## config.mk

```make
export PLATFORM = sky130hd
export DESIGN_NAME = vga_sprite_compositor
export DESIGN_NICKNAME = d
export VERILOG_FILES = /design/src/rtl/vga_pkg.sv /design/src/rtl/vga_sprite_hit.sv /design/src/rtl/vga_sprite_compositor.sv
export SDC_FILE = /design/constraint.sdc
export NUM_CORES = 1
export LEC_CHECK = 0
export BUFFER_PORTS_ARGS = -buffer_cell sky130_fd_sc_hd__clkbuf_2
export CAP_MARGIN = 20
export CORE_UTILIZATION = 50
export CTS_BUF_LIST = sky130_fd_sc_hd__clkbuf_8
export DETAILED_ROUTE_END_ITERATION = 8
export GPL_TIMING_DRIVEN = 0
export HOLD_SLACK_MARGIN = 0.1
export PLACE_DENSITY = 0.76
export REMOVE_ABC_BUFFERS = 1
export SLEW_MARGIN = 20
export SYNTH_ARGS = -nofsm -noshare
export SYNTH_HDL_FRONTEND = slang
export SYNTH_HIERARCHICAL = 1
export SYNTH_SLANG_ARGS = --single-unit
export TNS_END_PERCENT = 5
```

## constraint.sdc

```tcl
create_clock -name clk -period 4.5 [get_ports clk]
set_clock_uncertainty 0.15 [all_clocks]
set_input_delay 0.45 -clock clk [delete_from_list [all_inputs] [get_ports clk]]
set_output_delay 0.45 -clock clk [all_outputs]
set_load 0.02 [all_outputs]
```

## src/rtl/vga_pkg.sv

```systemverilog
// vga_pkg: shared colour/coordinate types for the sprite compositor
package vga_pkg;
  localparam int COORD_BITS = 11;
  typedef logic signed [COORD_BITS-1:0] coord_t;
  typedef struct packed {
    logic [3:0] r;
    logic [3:0] g;
    logic [3:0] b;
  } rgb_t;
  localparam rgb_t COLOR_BLACK = 12'h000;
  localparam rgb_t COLOR_WHITE = 12'hFFF;
endpackage

```

## src/rtl/vga_sprite_hit.sv

```systemverilog
// vga_sprite_hit: local coordinates and in-box test for one sprite
// VGA_SPRITE_BBOX_EN adds the outer-ring flag used for outline drawing.
module vga_sprite_hit #(
  parameter int COORD_W  = 11,
  parameter int SPRITE_W = 42,
  parameter int SPRITE_H = 42
) (
  input  logic               en,
  input  logic [COORD_W-1:0] x,
  input  logic [COORD_W-1:0] y,
  input  logic [COORD_W-1:0] row,
  input  logic [COORD_W-1:0] col,
  output logic [COORD_W-1:0] lx,
  output logic [COORD_W-1:0] ly,
  output logic               hit,
  output logic               ring
);
  assign lx = col - x;
  assign ly = row - y;
  // a set sign bit means left of / above the box, so the upper bound can compare unsigned
  assign hit = en && !lx[COORD_W-1] && !ly[COORD_W-1] &&
               lx < COORD_W'(SPRITE_W) && ly < COORD_W'(SPRITE_H);
`ifdef VGA_SPRITE_BBOX_EN
  assign ring = lx == '0 || ly == '0 || lx == COORD_W'(SPRITE_W - 1) || ly == COORD_W'(SPRITE_H - 1);
`else
  assign ring = 1'b0;
`endif
endmodule

```

## src/rtl/vga_sprite_compositor.sv

```systemverilog
// vga_sprite_compositor: prioritised, transparency-aware sprite overlay with 2-cycle latency
// Optional VGA_SPRITE_BBOX_EN draws a white 1-px outline on enabled sprite boxes.
module vga_sprite_compositor
  import vga_pkg::*;
#(
  parameter int NUM_SPRITES = 4,
  parameter int SPRITE_W    = 42,
  parameter int SPRITE_H    = 42,
  parameter int COORD_W     = 11
) (
  input  logic                           clk,
  input  logic                           reset,
  input  logic                           pix_valid_i,
  input  logic                           frame_start_i,
  input  logic signed [COORD_W-1:0]      row,
  input  logic signed [COORD_W-1:0]      col,
  input  logic [11:0]                    bg_rgb_i,
  input  logic [NUM_SPRITES*COORD_W-1:0] spr_x_i,
  input  logic [NUM_SPRITES*COORD_W-1:0] spr_y_i,
  input  logic [NUM_SPRITES-1:0]         spr_en_i,
  output logic [NUM_SPRITES*COORD_W-1:0] spr_lx_o,
  output logic [NUM_SPRITES*COORD_W-1:0] spr_ly_o,
  input  logic [NUM_SPRITES*12-1:0]      spr_rgb_i,
  input  logic [NUM_SPRITES-1:0]         spr_opaque_i,
  output logic [3:0]                     red,
  output logic [3:0]                     green,
  output logic [3:0]                     blue,
  output logic                           pix_valid_o,
  output logic [NUM_SPRITES-2:0]         collision_o,
  output logic                           collision_vld_o
);
  localparam int N  = NUM_SPRITES;
  localparam int CW = COORD_W;
  logic [N*CW-1:0] sh_x, sh_y, eff_x, eff_y;
  logic [N-1:0] sh_en, eff_en, hit, ring, ohit, draw;
  logic [N*12-1:0] lay_rgb;
  logic load;
  logic s1_valid, s1_fs;
  logic [N-1:0] s1_ohit, s1_draw;
  logic [N*12-1:0] s1_rgb;
  logic [11:0] s1_bg;
  logic [N-2:0] acc, term;
  rgb_t sel;
  assign load   = pix_valid_i & frame_start_i;
  assign eff_x  = load ? spr_x_i : sh_x;
  assign eff_y  = load ? spr_y_i : sh_y;
  assign eff_en = load ? spr_en_i : sh_en;
  genvar k;
  for (k = 0; k < N; k++) begin : g_spr
    vga_sprite_hit #(.COORD_W(CW), .SPRITE_W(SPRITE_W), .SPRITE_H(SPRITE_H)) u_hit (
      .en(eff_en[k]), .x(eff_x[k*CW+:CW]), .y(eff_y[k*CW+:CW]), .row(row), .col(col),
      .lx(spr_lx_o[k*CW+:CW]), .ly(spr_ly_o[k*CW+:CW]), .hit(hit[k]), .ring(ring[k]));
    assign lay_rgb[k*12+:12] = (hit[k] & ring[k]) ? COLOR_WHITE : spr_rgb_i[k*12+:12];
  end
  assign ohit = hit & spr_opaque_i;
  assign draw = ohit | (hit & ring);
  assign term = {(N-1){s1_ohit[0]}} & s1_ohit[N-1:1];
  always_comb begin
    sel = rgb_t'(s1_bg);
    for (int i = N - 1; i >= 0; i--) sel = s1_draw[i] ? rgb_t'(s1_rgb[i*12+:12]) : sel;
  end
  always_ff @(posedge clk) begin
    if (reset) begin
      sh_x <= '0; sh_y <= '0; sh_en <= '0;
      s1_valid <= 1'b0; s1_fs <= 1'b0; s1_ohit <= '0; s1_draw <= '0; s1_rgb <= '0; s1_bg <= '0;
      {red, green, blue} <= COLOR_BLACK;
      pix_valid_o <= 1'b0; collision_o <= '0; collision_vld_o <= 1'b0; acc <= '0;
    end else begin
      if (load) begin
        sh_x <= spr_x_i; sh_y <= spr_y_i; sh_en <= spr_en_i;
      end
      s1_valid <= pix_valid_i;
      s1_fs    <= load;
      s1_ohit  <= pix_valid_i ? ohit : '0;
      s1_draw  <= draw;
      s1_rgb   <= lay_rgb;
      s1_bg    <= bg_rgb_i;
      pix_valid_o <= s1_valid;
      {red, green, blue} <= s1_valid ? sel : COLOR_BLACK;
      collision_vld_o <= s1_valid & s1_fs;
      // the frame_start pixel's own overlap seeds the new frame's accumulator
      if (s1_valid & s1_fs) begin
        collision_o <= acc;
        acc <= term;
      end else if (s1_valid) acc <= acc | term;
    end
  end
endmodule

```

# Word-level counts from Yosys, hierarchy flattened
# Cells that the tools add are included.
op_classes:
  n_addsub: 8
  magnitude_cmp: 8
  mux: 9
  n_bitwise: 7
  n_reduce_logical: 27
op_table:
  columns: ["cell", "count"]
  rows:
  - ["$lt 11x6->1 const B", 8]
  - ["$mux 44", 2]
  - ["$sub 11x11->11", 8]
  - ["$mux 12", 4]
  - ["$logic_and 1x1->1", 16]
  - ["$logic_not 1->1", 8]
  - ["$mux 3", 2]
  - ["$and 4x4->4", 1]
  - ["$mux 4", 1]
  - ["$reduce_or 2->1", 2]
  - ["$and 3x3->3", 1]
  - ["$or 3x3->3", 1]
  - ["$and 1x1->1", 2]
  - ["$not 1->1", 2]
  - ["$reduce_bool 2->1", 1]
totals:
  reg_bits: 182
  input_bits: 182
  output_inout_bits: 105
  elab_cells: 75

# Logic depth before layout (Yosys ltp)
# Gate-level depths: netlist (run 1).
depth:
  ltp_word: 9
  mapped_depth: 18

# Hierarchy
# The synthesis (run 1) kept the hierarchy.
modules_own_cells:
  columns: ["module", "n_inst", "cells_each", "area_each_um2"]
  rows:
  - ["vga_sprite_compositor", 1, 604, 6865.3]
  - ["vga_sprite_hit (g_spr[0].u_hit ...)", 2, 169, 1188.6]
  - ["vga_sprite_hit (g_spr[3].u_hit)", 1, 167, 1173.6]
  - ["vga_sprite_hit (g_spr[2].u_hit)", 1, 147, 1033.5]

# Worst setup path before layout (run 1)
# No wires, ideal clock.
synth_path:
  path_kind: "input -> register"
  startpoint: "input pix_valid_i"
  endpoint: "register s1_draw[2]"
  arrival_time_ps: 3694
  required_ps: 4270
  slack_ps: 577
  path_stages: 14
  n_path_buf: 2
  path_cell_list: "nand2_1 buf_4 buf_6 mux2_4 ha_1 fa_1 nor2b_1 o2111a_1 nor3_4 nand4_1 o311ai_0 or4_1 nor4_2 nor3b_1"
synth_via:
  elab_cells_between_ends: 15
  cone_classes: "2 x add/sub; 2 x order compare; 3 x mux; 2 x bitwise; 6 x reduce/logical"
synth_lines:
  columns: ["element", "line_no", "rtl"]
  rows:
  - ["start: declaration", "vga_sprite_compositor.sv:13", "input logic pix_valid_i,"]
  - ["$and 1x1->1", "vga_sprite_compositor.sv:44", "assign load = pix_valid_i & frame_start_i;"]
  - ["$mux 44", null, null]
  - ["net eff_x[22]", "vga_sprite_compositor.sv:34", "logic [N*CW-1:0] sh_x, sh_y, eff_x, eff_y;"]
  - ["$sub 11x11->11", "vga_sprite_hit.sv:18", "assign lx = col - x;"]
  - ["net spr_lx_o[30]", "vga_sprite_compositor.sv:21", "output logic [NUM_SPRITES*COORD_W-1:0] spr_lx_o,"]
  - ["$lt 11x6->1", "vga_sprite_hit.sv:22", "lx < COORD_W'(SPRITE_W) && ly < COORD_W'(SPRITE_H);"]
  - ["$logic_and 1x1->1", "vga_sprite_hit.sv:21", "assign hit = en && !lx[COORD_W-1] && !ly[COORD_W-1] &&"]
  - ["$logic_and 1x1->1", "vga_sprite_hit.sv:22", null]
  - ["net hit[2]", "vga_sprite_compositor.sv:35", "logic [N-1:0] sh_en, eff_en, hit, ring, ohit, draw;"]
  - ["$and 4x4->4", "vga_sprite_compositor.sv:55", "assign ohit = hit & spr_opaque_i;"]
  - ["end signal: assignment", "vga_sprite_compositor.sv:75", "s1_draw <= draw;"]
  - ["end: declaration", "vga_sprite_compositor.sv:39", "logic [N-1:0] s1_ohit, s1_draw;"]
# The timed path passes the listed nets, and every way through them passes these cells.
# A chain may end at the register's enable or synchronous reset.

# Final worst setup path (run 1)
layout_path:
  startpoint: "input pix_valid_i"
  endpoint: "output spr_lx_o[19]"
layout_via:
  elab_chain_cells: 3
layout_rtl:
  columns: ["element", "line_no"]
  rows:
  - ["$and 1x1->1", "vga_sprite_compositor.sv:44"]
  - ["$mux 44", null]
  - ["net eff_x[11]", "vga_sprite_compositor.sv:34"]
  - ["$sub 11x11->11", "vga_sprite_hit.sv:18"]
  - ["end: declaration", "vga_sprite_compositor.sv:21"]
# The timed path passes the listed nets, and every way through them passes these cells.

==> results of run 1 <==
[metal layers]
metal | up-vias | part of all wire [%] | track usage (%)
met5 | - | 0 | 0
met4 | 0 | 4.3 | 13.76
met3 | 64 | 6.6 | 6.635
met2 | 328 | 48 | 46.73
met1 | 4681 | 41 | 30.54
li1 | 4923 | - | -
[final timing paths]
path	from	end	depth (start not counted)
worst min register to register	acc[1]	collision_o[1]	2
worst min-delay path	frame_start_i	s1_fs	2
worst max register to register	sh_x[11]	s1_draw[1]	10
worst max-delay path	pix_valid_i	spr_lx_o[19]	13
[worst max-delay path, stage by stage]
cell       delay [ns]
clkbuf_2         0.13
nand2_8          0.25
buf_16           0.25
buf_12           0.23
buf_12           0.23
mux2_4           0.33
ha_1             0.22
fa_1             0.42
nor2b_1          0.22
o2111ai_2        0.19
and4b_1          0.24
nor3_2           0.27
clkbuf_2         0.23
[what timing repair did]
item	CTS	global route
hold buffers	64	0
buffers inserted	0	0
pin swaps	0	1
setup endpoints to repair	3	5
endpoints found under the hold margin	68	0
gates resized for setup	1	5
[sequential cells by signal, indices dropped and copies added, names as in the netlist, 4 cells and up]
register and count:
s1_ohit 4, s1_rgb 48, sh_en 4, sh_y 44, s1_bg 12, green 4, red 4, sh_x 44
s1_draw 4, blue 4
[metrics by stage]
step	setup slack [ns]	area (um^2)	util (%)	TNS (ns)	hold WS (ns)
after floorplan	-2.030	11120	-	-117.94	0.2871
after global placement	-3.665	12910	57.18	-359.04	0.2948
after detailed placement	-0.5273	13020	57.66	-1.947	0.3029
after CTS	0.0005853	14060	62.28	0	0.1010
after global routing	0.02094	14090	62.44	0	0.1139
final	0.1843	14090	62.44	0	0.1353
[power by group through the flow]
stage | Clock, mW | Combinational [mW] | Sequential (mW)
floorplan | 0 | 1.15 | 1.73
finish | 1.11 | 1.74 | 1.70
detailed placement | 0 | 1.67 | 1.74
global placement | 0 | 1.67 | 1.74
CTS | 1.14 | 1.72 | 1.70
global route | 1.21 | 1.88 | 1.71
[placed cells by master, fill, tap and decap left out, types with 5 or more instances in the layout]
cell	Yosys	final
or2_2	13	13
mux2_2	15	15
nor2b_1	134	134
xor2_1	17	17
a21oi_1	44	44
and2_1	6	6
nand3_1	17	17
nand4_1	9	9
dlygate4sd3_1	0	64
a211oi_1	16	16
and3_1	10	10
inv_1	128	128
xnor2_1	40	39
ha_1	80	80
o221ai_1	11	11
mux2_4	80	80
nor3b_1	7	7
and4b_1	5	5
nor2_1	133	133
o21bai_1	7	7
clkbuf_8	0	18
clkbuf_2	4	285
fa_1	8	8
o21ai_0	19	19
a221oi_1	12	12
a21o_1	27	27
o22ai_1	14	14
nand2_1	35	34
dfxtp_1	182	182
a31oi_1	14	14
a32oi_1	5	5
mux2i_1	12	12
inv_8	0	6
o2111ai_1	13	12
nand2b_1	14	14
[final cells by class]
class	instances	area share, %
multi-input cells	888	49.97
flip-flops and latches	182	25.85
repair buffers	354	15.44
inverters	128	3.409
well taps	285	2.530
clock buffers	17	1.660
clock inverters	14	1.127
diodes	1	0.01775
[kinds of logic after synthesis]
logic type / after synthesis
multiplexers: 107
buffers and inverters: 186
AO/OA/AOI/OAI: 217
adder cells (fa/ha/maj): 88
AND/OR/NAND/NOR: 415
other: 4
XOR/XNOR: 57
flip-flops: 182
==> impl_metrics.toml, run 1 <==
[sta]
finalCritPeriodShare_pct = 95.90
hold_viol = 0
rsz0062_at_grt = "false"
min_period_ns = 4.316
timing.fmax_mhz = 231.7
drv_slew = 0
setup_viol = 0
slew_headroom_pct = 42.25
worst_pin_slew_ns = 0.8631

[synth]
async_reset_ff_share_pct = 0
synthFlopType = "dfxtp_1"
seq_area_frac_synth_pct = 31.82
yosys.area_share.xor_xnor_pct = 4.360
yosysMostFrequentCell = "dfxtp_1"
synth_area_leader_cell = "dfxtp_1"
synth-compound-area-share_pct = 13.74
synth_top_family_by_area = "simple AND/OR/NAND/NOR gates"
synth-edff-count = 0
synthTopCellsByArea = "dfxtp_1, mux2_4, ha_1, nor2b_1, nor2_1"
synthSimpleGateAreaFrac_pct = 19.70
synth_fa_ha_area_share_pct = 10.14
synth_top_cell_area_share_pct = 31.82
syn_area_mm2 = 0.01145
synth.distinct_cells = 68
avgSynthCellArea_um2 = 9.116
yosysWarnings = 6
synth_mux_area_share_pct = 13.01
syn_inst = 1256
synth-seq-cells = 182
ys_top_cells_by_count = "dfxtp_1, nor2b_1, nor2_1"

[power_and_ir_drop]
peakVddDrop_mv = 0.2297
p_int_mw = 2.814
switching_power_mw = 1.738
p_leak_nw = 6.610
powerDensity_mw_per_mm2 = 322.9
p_seq_share_pct = 37.4
p_comb_share_pct = 38.2
switching_share_pct = 38.18
p_total_mw = 4.551
clkPwrFrac_pct = 24.4

[critical_path]
r2r_slack_ns = 1.11
startpoint_type = "input port"
cp_max_fo = 27
cp.arrival_ns = 3.72
worstPathRequired_ns = 3.90
end_kind = "output port"
path_class = "input port to output port"

[placement]
io_buffers = 286
place.gp.congestion = 0.9113
dpl.cell_count = 1773
dp_hpwl_um = 23780

[detailed_routing]
ant_nets = 0
num_vias = 9996
vias_per_cell = 5.348
wirelength_um = 31840
first_pass_iters = 5
routedWlPerCell_um = 17.03
first_iter_violations = 536
drc_errors = 0

[layout]
seqCellArea_mm2 = 0.003643
layout-drive-gt1-share_pct = 28.30
syn2layout_area_growth_pct = 23.10
final_cell_count_no_fill = 1869
nNetsFinal = 1841
final.fill_count = 1942
multi_input_area_mm2 = 0.007043

[grt]
grt_pass1_wl_um = 49750
overflow = 0
grt_usage_pct = 26.90
grt_max_degree = 114
antenna_found_initial = 1
grt_pass1_vias = 9901

[floorplan]
num_io_pins = 287
core_mm2 = 0.02257
die_w_um = 153.3
core.rowCount = 55
start_util_pct = 50.73
dieArea_mm2 = 0.02351
fp.dieH_um = 153.3

[min_path]
min_path_type = "input port to flip-flop"

[run_status]
outcome = "complete, no violations"

[cts]
tritoncts = "built"
clock_sinks = 182
cts.clk_slew.worst_paths_ns = 0.10
clockBufferDepth = 2
numCtsBuffers = 17
clk_latency_ns = 0.47
cts-htree-levels = 4
root_buffer = "clkbuf_8"

[run]
cap_viol_max_count = 0
Power figures use the tool's default switching activity.
==> run 2: changes to the inputs <==
- ABC_AREA: default -> 1
- GPL_ROUTABILITY_DRIVEN: default -> 0
- PLACE_DENSITY: 0.76 -> 0.75
==> impl_metrics.toml, run 2 <==
[run_status]
outcome = "complete, no violations"

[sta]
finalCritPeriodShare_pct = 83.35
rsz0062_at_grt = "false"
setup_ws_ns = 0.7492
hold_viol = 0
slew_headroom_pct = 38.83
timing.fmax_mhz = 266.6
min_period_ns = 3.751
setup_tns_ns = 0
setup_viol = 0
drv_slew = 0
worst_pin_slew_ns = 0.9164

[floorplan]
dieArea_mm2 = 0.02546
num_io_pins = 287
start_util_pct = 51.05
die_w_um = 159.6
core_mm2 = 0.02432
core.rowCount = 57
fp.dieH_um = 159.6

[synth]
ys_top_cells_by_count = "inv_1, nand2_1, nor2_1"
synth_top_cell_area_share_pct = 29.35
syn_inst = 2013
async_reset_ff_share_pct = 0
synth-edff-count = 0
synthFlopType = "dfxtp_1"
synth.distinct_cells = 36
yosysWarnings = 6
yosysMostFrequentCell = "inv_1"
synth-seq-cells = 182
synthTopCellsByArea = "dfxtp_1, inv_1, nand2_1, ha_1, nor2_1"
avgSynthCellArea_um2 = 6.167
synth_area_leader_cell = "dfxtp_1"
syn_area_mm2 = 0.01241
seq_area_frac_synth_pct = 29.35

[power_and_ir_drop]
powerDensity_mw_per_mm2 = 315.9
clkPwrFrac_pct = 24.5
p_total_mw = 5.029
switching_power_mw = 2.137
peakVddDrop_mv = 0.1903
p_int_mw = 2.892
p_leak_nw = 9.418
p_seq_share_pct = 34.2
p_comb_share_pct = 41.2
switching_share_pct = 42.49

[grt]
overflow = 0
grt_usage_pct = 29.50
grt_max_degree = 130
grt_pass1_wl_um = 60370
grt_pass1_vias = 12690
antenna_found_initial = 1

[cts]
cts_resized = 0
cts-htree-levels = 4
numCtsBuffers = 17
clock_sinks = 182
clockBufferDepth = 2
clk_latency_ns = 0.49
cts.clk_slew.worst_paths_ns = 0.11
tritoncts = "built"
root_buffer = "clkbuf_8"

[layout]
final.fill_count = 2123
layout_commonest_cell = "inv_1"
layout-drive-gt1-share_pct = 16.22
mostFrequentLayoutCells = "inv_1, nand2_1, clkbuf_2, nor2_1, dfxtp_1"
top_regs = "s1_rgb x48, sh_x x44, sh_y x44"
largest_register_ff_count = 48
regMostFlops = "s1_rgb"
syn2layout_area_growth_pct = 28.22
nNetsFinal = 2686

[detailed_routing]
vias_per_cell = 4.882
num_vias = 13450
wirelength_um = 37880
routedWlPerCell_um = 13.75
first_iter_violations = 1000
drc_errors = 0
ant_nets = 0
first_pass_iters = 6

[critical_path]
path_class = "input port to output port"
regToRegStartpoint = "sh_x[0]"
startpoint_type = "input port"
end_kind = "output port"
rr_endpoint = "s1_draw[0]"
worstPathRequired_ns = 3.90
r2r_cells = 17
r2r_slack_ns = 1.63
cp.arrival_ns = 3.15
cp_max_fo = 129

[placement]
dp_hpwl_um = 26540
pre_cts_slack_ns = 0.6186
io_buffers = 286

[min_path]
min_path_type = "input port to flip-flop"
whs_path_depth = 3
whs_endpoint = "sh_x[42]"
hold_start = "spr_x_i[42]"

[run]
cap_viol_max_count = 0
==> run 2: worst max path at each step <==
stage | startpoint | endpoint | slack [ns] | cells after the start
finish | pix_valid_i | spr_ly_o[18] | 0.75 | 16
global placement | pix_valid_i | s1_draw[2] | -1.07 | 20
detailed placement | pix_valid_i | s1_draw[2] | 0.62 | 19
floorplan | frame_start_i | s1_draw[3] | 0.23 | 19
CTS | pix_valid_i | spr_ly_o[28] | 0.80 | 16
global route | pix_valid_i | spr_ly_o[28] | 0.51 | 17
==> run 2: area by class of cell <==
type	count	area (um^2)	area share, %
Sequential cell	182	3643	22.89
Inverter	540	2029	12.75
Multi-Input combinational cell	1236	6382	40.10
Tap cell	324	405.4	2.547
Clock buffer	17	234.0	1.470
Antenna cell	1	2.502	0.01572
Timing Repair Buffer	439	3007	18.89
Clock inverter	15	214.0	1.344
==> run 2: cells by family after synthesis <==
group	synth area share [%]
buf+inv	19.35
fa+ha+maj	9.353
xor+xnor	0.8466
other cells	0.1209
compound gates	11.47
simple gates	29.51
flops	29.35
==> run 2: critical path, stage by stage <==
cell	delay, ns
clkbuf_2	0.15
nand2_8	0.29
buf_16	0.40
nand2_1	0.09
o21ai_1	0.15
inv_1	0.06
inv_1	0.07
ha_1	0.29
nand2_1	0.09
nand2_1	0.06
nand2_1	0.07
nand3_1	0.13
a21boi_1	0.18
xor2_1	0.28
inv_1	0.11
clkbuf_2	0.17
==> run 2: routing by layer <==
layer / up-vias / GRT usage [%] / share of wire, %
met5: - / 0 / 0
met2: 522 / 51.81 / 48
li1: 6827 / - / -
met1: 5986 / 34.94 / 42
met4: 0 / 12.94 / 3.7
met3: 110 / 5.444 / 6.9
==> run 2: stage by stage <==
step | cells | hold slack, ns | utilization (%) | instance area (um^2)
after floorplan | 1958 | 0.2839 | - | 12040
after global placement | 2568 | 0.3023 | 57.07 | 13880
after detailed placement | 2570 | 0.3021 | 57.39 | 13960
after CTS | 2753 | 0.1074 | 65.44 | 15920
after global routing | 2754 | 0.1252 | 65.45 | 15920
final | 2754 | 0.1296 | 65.45 | 15920
==> run 2: what timing repair did <==
item / CTS / global route
buffers inserted: 0 / 0
hold buffers: 151 / 0
hold endpoints to repair: 155 / 0
==> run 2: power by group through the flow <==
stage                     clock network, mW  logic (mW)  registers [mW]
final                                  1.23        2.07            1.72
after global routing                   1.34        2.30            1.73
after CTS                              1.26        2.05            1.72
after detailed placement                  0        1.93            1.76
after global placement                    0        1.91            1.75
after floorplan                           0        1.34            1.75
